--- src/rtl/hr_xfer_fifo_if.sv ---
// Bridge-side FIFO channel bundle: push/pop requests toward the FIFO,
// head flit and status back to the bridge.
interface hr_xfer_fifo_if #(
  parameter int WIDTH = 144,
  parameter int DEPTH = 4
);
  localparam int CW = $clog2(DEPTH) + 1;

  logic             enQ_i;
  logic [WIDTH-1:0] data_i;
  logic             deQ_i;
  logic [WIDTH-1:0] data_o;
  logic             bfull_o;
  logic             empty_o;
  logic [CW-1:0]    count_o;
  logic             ovf_o;
  logic             udf_o;

  modport master (
    output enQ_i, data_i, deQ_i,
    input  data_o, bfull_o, empty_o, count_o, ovf_o, udf_o
  );

  modport slave (
    input  enQ_i, data_i, deQ_i,
    output data_o, bfull_o, empty_o, count_o, ovf_o, udf_o
  );
endinterface

--- src/rtl/hr_xfer_fifo.sv ---
// Transfer FIFO between hierarchical-ring ports: circular buffer with
// occupancy counter, zero-gated head flit, backpressure and sticky error flags.
module hr_xfer_fifo #(
  parameter int WIDTH      = 144,
  parameter int DEPTH      = 4,
  parameter int FULL_SLACK = 0
) (
  input logic          clk,
  input logic          rst,
  hr_xfer_fifo_if.slave bus
);
  localparam int AW = $clog2(DEPTH);
  localparam int CW = AW + 1;
  localparam logic [CW-1:0] FULL_LVL  = CW'(DEPTH);
  localparam logic [CW-1:0] BFULL_LVL = CW'(DEPTH - FULL_SLACK);

  logic [WIDTH-1:0] mem [DEPTH];
  logic [AW-1:0]    rd_ptr;
  logic [AW-1:0]    wr_ptr;
  logic [CW-1:0]    cnt;
  logic             ovf;
  logic             udf;
  logic             push_ok;
  logic             pop_ok;

  // A pop frees the slot a same-cycle push needs, so full + pop still accepts.
  assign pop_ok  = bus.deQ_i && (cnt != '0);
  assign push_ok = bus.enQ_i && ((cnt != FULL_LVL) || pop_ok);

  // Storage is intentionally not reset; output gating hides stale entries.
  always_ff @(posedge clk) begin
    if (push_ok) mem[wr_ptr] <= bus.data_i;
  end

  always_ff @(posedge clk or negedge rst) begin
    if (!rst) begin
      rd_ptr <= '0;
      wr_ptr <= '0;
      cnt    <= '0;
      ovf    <= 1'b0;
      udf    <= 1'b0;
    end else begin
      if (push_ok) wr_ptr <= wr_ptr + AW'(1);
      if (pop_ok)  rd_ptr <= rd_ptr + AW'(1);
      case ({push_ok, pop_ok})
        2'b10:   cnt <= cnt + CW'(1);
        2'b01:   cnt <= cnt - CW'(1);
        default: cnt <= cnt;
      endcase
      if (bus.enQ_i && !push_ok) ovf <= 1'b1;
      if (bus.deQ_i && !pop_ok)  udf <= 1'b1;
    end
  end

  assign bus.data_o  = (cnt != '0) ? mem[rd_ptr] : '0;
  assign bus.bfull_o = (cnt >= BFULL_LVL);
  assign bus.empty_o = (cnt == '0);
  assign bus.count_o = cnt;
  assign bus.ovf_o   = ovf;
  assign bus.udf_o   = udf;
endmodule
--- src/flat_wrapper.sv ---
// flat-port wrapper written by rule: the top's interface ports become plain ports
module hr_xfer_fifo_flat 
#(
  parameter int WIDTH      = 144,
  parameter int DEPTH      = 4,
  parameter int FULL_SLACK = 0
)
  (clk, rst, bus_enQ_i, bus_data_i, bus_deQ_i, bus_data_o, bus_bfull_o, bus_empty_o, bus_count_o, bus_ovf_o, bus_udf_o);
  hr_xfer_fifo_if #(.WIDTH(WIDTH), .DEPTH(DEPTH)) bus_i ();
  input logic clk;
  input logic rst;
  input wire logic [$bits(bus_i.enQ_i)-1:0] bus_enQ_i;
  input wire logic [$bits(bus_i.data_i)-1:0] bus_data_i;
  input wire logic [$bits(bus_i.deQ_i)-1:0] bus_deQ_i;
  output wire logic [$bits(bus_i.data_o)-1:0] bus_data_o;
  output wire logic [$bits(bus_i.bfull_o)-1:0] bus_bfull_o;
  output wire logic [$bits(bus_i.empty_o)-1:0] bus_empty_o;
  output wire logic [$bits(bus_i.count_o)-1:0] bus_count_o;
  output wire logic [$bits(bus_i.ovf_o)-1:0] bus_ovf_o;
  output wire logic [$bits(bus_i.udf_o)-1:0] bus_udf_o;
  assign bus_i.enQ_i = bus_enQ_i;
  assign bus_i.data_i = bus_data_i;
  assign bus_i.deQ_i = bus_deQ_i;
  assign bus_data_o = bus_i.data_o;
  assign bus_bfull_o = bus_i.bfull_o;
  assign bus_empty_o = bus_i.empty_o;
  assign bus_count_o = bus_i.count_o;
  assign bus_ovf_o = bus_i.ovf_o;
  assign bus_udf_o = bus_i.udf_o;
  hr_xfer_fifo #(.WIDTH(WIDTH), .DEPTH(DEPTH), .FULL_SLACK(FULL_SLACK)) u_core (.clk(clk), .rst(rst), .bus(bus_i));
endmodule
--- config.mk ---
export PLATFORM = sky130hd
export DESIGN_NAME = hr_xfer_fifo_flat
export DESIGN_NICKNAME = d
export VERILOG_FILES = /design/src/rtl/hr_xfer_fifo_if.sv /design/src/rtl/hr_xfer_fifo.sv /design/src/flat_wrapper.sv
export SDC_FILE = /design/constraint.sdc
export NUM_CORES = 1
export LEC_CHECK = 0
export CAP_MARGIN = 20
export CELL_PAD_IN_SITES_DETAIL_PLACEMENT = 1
export CELL_PAD_IN_SITES_GLOBAL_PLACEMENT = 1
export CORE_MARGIN = 5
export CORE_UTILIZATION = 43
export DETAILED_ROUTE_END_ITERATION = 10
export PLACE_DENSITY_LB_ADDON = 0.1
export SLEW_MARGIN = 20
export SYNTH_ARGS = -nofsm -noshare
export SYNTH_HDL_FRONTEND = slang
export SYNTH_SLANG_ARGS = --single-unit
--- constraint.sdc ---
create_clock -name clk -period 4.4 [get_ports clk]
set_clock_uncertainty 0.1 [all_clocks]
set_input_delay 0.66 -clock clk [delete_from_list [all_inputs] [get_ports clk]]
set_output_delay 0.66 -clock clk [all_outputs]
set_load 0.02 [all_outputs]
==> results of run 1 <==
## cells by family after synthesis
group	synth area share, %
simple gates	4.31
fa+ha+maj	0.370
flops	78.5
buf+inv	1.93
xor+xnor	0.235
mux	14.6
compound gates	0.0672
## path summary, 6_finish.rpt
path | start | end | slack [ps] | cells past startpoint
max | u_core.rd_ptr[0] | bus_data_o[24] | 530 | 4
min | rst | u_core.bus.udf_o | 310 | 1
max reg2reg | u_core.bus.count_o[0] | u_core.bus.count_o[2] | 1510 | 9
min reg2reg | u_core.bus.ovf_o | u_core.bus.ovf_o | 360 | 1
max in group asynchronous | rst | u_core.rd_ptr[0] | 3480 | 1
min in group clk | u_core.bus.ovf_o | u_core.bus.ovf_o | 360 | 1
## power by group through the flow
| stage | logic (uW) | clock network (uW) | registers, uW |
|---|---|---|---|
| floorplan | 4980 | 0 | 7690 |
| global placement | 8370 | 0 | 7800 |
| detailed placement | 8370 | 0 | 7860 |
| CTS | 8420 | 4820 | 7750 |
| global route | 8710 | 5070 | 7820 |
| finish | 8180 | 4660 | 7720 |
## worst reg2reg max path: stages, from the launching register on
cell and delay (ps):
dfrtp_1 420, or3_4 660, buf_12 340, and2_1 240, ha_1 200, inv_1 60, fa_1 370, xor2_1 150
nor2_1 120, xor2_1 160
## registers in the layout, indices dropped and copies added, names as in the netlist
| signal | count |
|---|---|
| u_core.bus.ovf_o | 1 |
| u_core.rd_ptr | 2 |
| u_core.bus.count_o | 3 |
| u_core.wr_ptr | 2 |
| u_core.mem | 576 |
| u_core.bus.udf_o | 1 |
## per-layer routing
metal / GRT usage [%] / up-vias / wire length (um)
li1: - / 4592 / -
met1: 24.1 / 5569 / 21000
met2: 28.3 / 262 / 24500
met3: 4.30 / 71 / 3020
met4: 4.39 / 10 / 832
met5: 0 / - / 75
## area by class of cell
cell class / instances / area share [%]
well taps: 680 / 3.04
clock buffers: 78 / 5.84
multi-input cells: 314 / 15.7
clock inverters: 30 / 0.568
inverters: 7 / 0.0939
flip-flops and latches: 585 / 62.6
diodes: 3 / 0.0268
repair buffers: 325 / 12.1
## through the flow
step                      hold WS (ps)  power (uW)
after CTS                          279       21000
final                              309       20600
after detailed placement           348       16200
after global routing               311       21600
after floorplan                    264       12700
after global placement             347       16200
## layout by cell type, fill, tap and decap left out, types with 2 or more instances in the layout
cell type / count
a21o_1: 2
and2_1: 145
and2_4: 4
buf_12: 16
buf_4: 11
clkbuf_1: 15
clkbuf_16: 63
clkdlybuf4s50_1: 298
clkinv_1: 18
clkinv_2: 9
dfrtp_1: 7
dfrtp_4: 2
diode_2: 3
edfxtp_1: 576
ha_1: 5
inv_1: 7
mux4_2: 144
xnor2_1: 3
xor2_1: 3
==> out/metrics.cfg, run 1 <==
[detailed_routing]
first_iter_violations=639
drt-wirelength-per-cell_um=24.4
drc=0
vias=10500
viasPerCell=5.19
firstDrtPassIters=5
postRouteAntennaNets=0
drt-total-wl_um=49400

[grt]
antenna_found_initial=8
overflow=0
grt_use_total_pct=17.4
grt_pass1_vias=11600
grt_pass1_wl_um=75000
grt_max_degree=91

[critical_path]
crit_family=buffers and inverters
critPathSlowestCell=dfrtp_4
crit_chain=buf_4 -> mux4_2 -> and2_1 -> clkdlybuf4s50_1
startpoint_type=flip-flop
critical_path_peak_fanout=27
crit_arrival_ps=3110
end_kind=primary output
critPathMaxStageDelay_ps=830
crit_required_ps=3640
crit_buf_inv=2
crit_type=reg2out

[status]
status=finished, final reports clean

[placed_design]
dpl_cell_area_um2=26200
port_buffers=298
dp.cells=1911
routabilityCongestion=0.680
hpwlAfterDp_um=29700
dp_slack_ps=1000

[power]
p_comb_share_pct=39.8
power_switching_share_pct=31.9
seqPwrFrac_pct=37.5
ir_drop_mv=0.498
pwr-share-clk_pct=22.7
switching_power_uw=6550
p_leak_uw=0.00903
powerDensity_nw_per_um2=735
intPower_uw=14000

[timing]
fin_tns_setup_ps=0
timing.final.crit_share_pct=88.0
hold_viol=0
grt_setup_unrepaired=false
finalMaxSlewViolations=0
setup_viol=0
post-route-min-period_ps=3870
slew_headroom_pct=47.6
fmax_mhz=258
tightest_slew_ps=786
worst_slack_ps=528

[clock_network]
postCtsSetupBuffers=0
htreeDepth=2
post_cts_resized=0
cts_sinks=585
path_clk_slew_ps=60
clk_latency_ps=600
hold_buffers=0
cts-root-buf=clkbuf_16
cts_buffer_depth=3
cts_tree=built
cts-buffers-inserted=61

[floorplan]
ios=299
die_area_um2=56600
start_util_pct=43.4
num_rows=83
coreArea_um2=51400
die_height_um=238
die_width_um=238

[synth]
ys_seq_elements=585
ys_types=23
synth_area_leaders=edfxtp_1 (77%), mux4_2 (15%), and2_1 (4.2%), dfrtp_1 (1.0%), buf_12 (0.90%)
ys.flop_type=edfxtp_1
syn_inst=955
synth_top_area_share_pct=77.5
synth-async-reset-ratio_pct=1.54
synth_area_um2=22300
synth_most_common_cell=edfxtp_1
yosysSeqAreaShare_pct=78.5
ys_warn_count=0
yosys.area.top_type=edfxtp_1
synth_edf_count=576
syn_area_per_cell_um2=23.4
syn_nets=1109
netlist_top_cells_count=edfxtp_1 (576), and2_1 (149), mux4_2 (144)

[cells_and_area]
nets=1448
drive_gt1_share_pct=19.0
instances_no_fill=2022
final_util_pct=54.4
synthToLayoutAreaGrowth_pct=25.3
ff_latch_area_um2=17500
fillers=4477
fin_area_um2=28000
multi_input_area_um2=4390

[min_path]
hold_path_class=in2async

[flow_run]
maxCapViolations=0

Power figures use the tool's default switching activity.
==> run 2, diff against run 1 <==
--- a/config.mk
+++ b/config.mk
@@ -5,7 +5,6 @@
 export SDC_FILE = /design/constraint.sdc
 export NUM_CORES = 1
 export LEC_CHECK = 0
-export CAP_MARGIN = 20
 export CELL_PAD_IN_SITES_DETAIL_PLACEMENT = 1
 export CELL_PAD_IN_SITES_GLOBAL_PLACEMENT = 1
 export CORE_MARGIN = 5
==> results of run 2 <==
The final DEF is identical to that of run 1; final timing and power are the same.
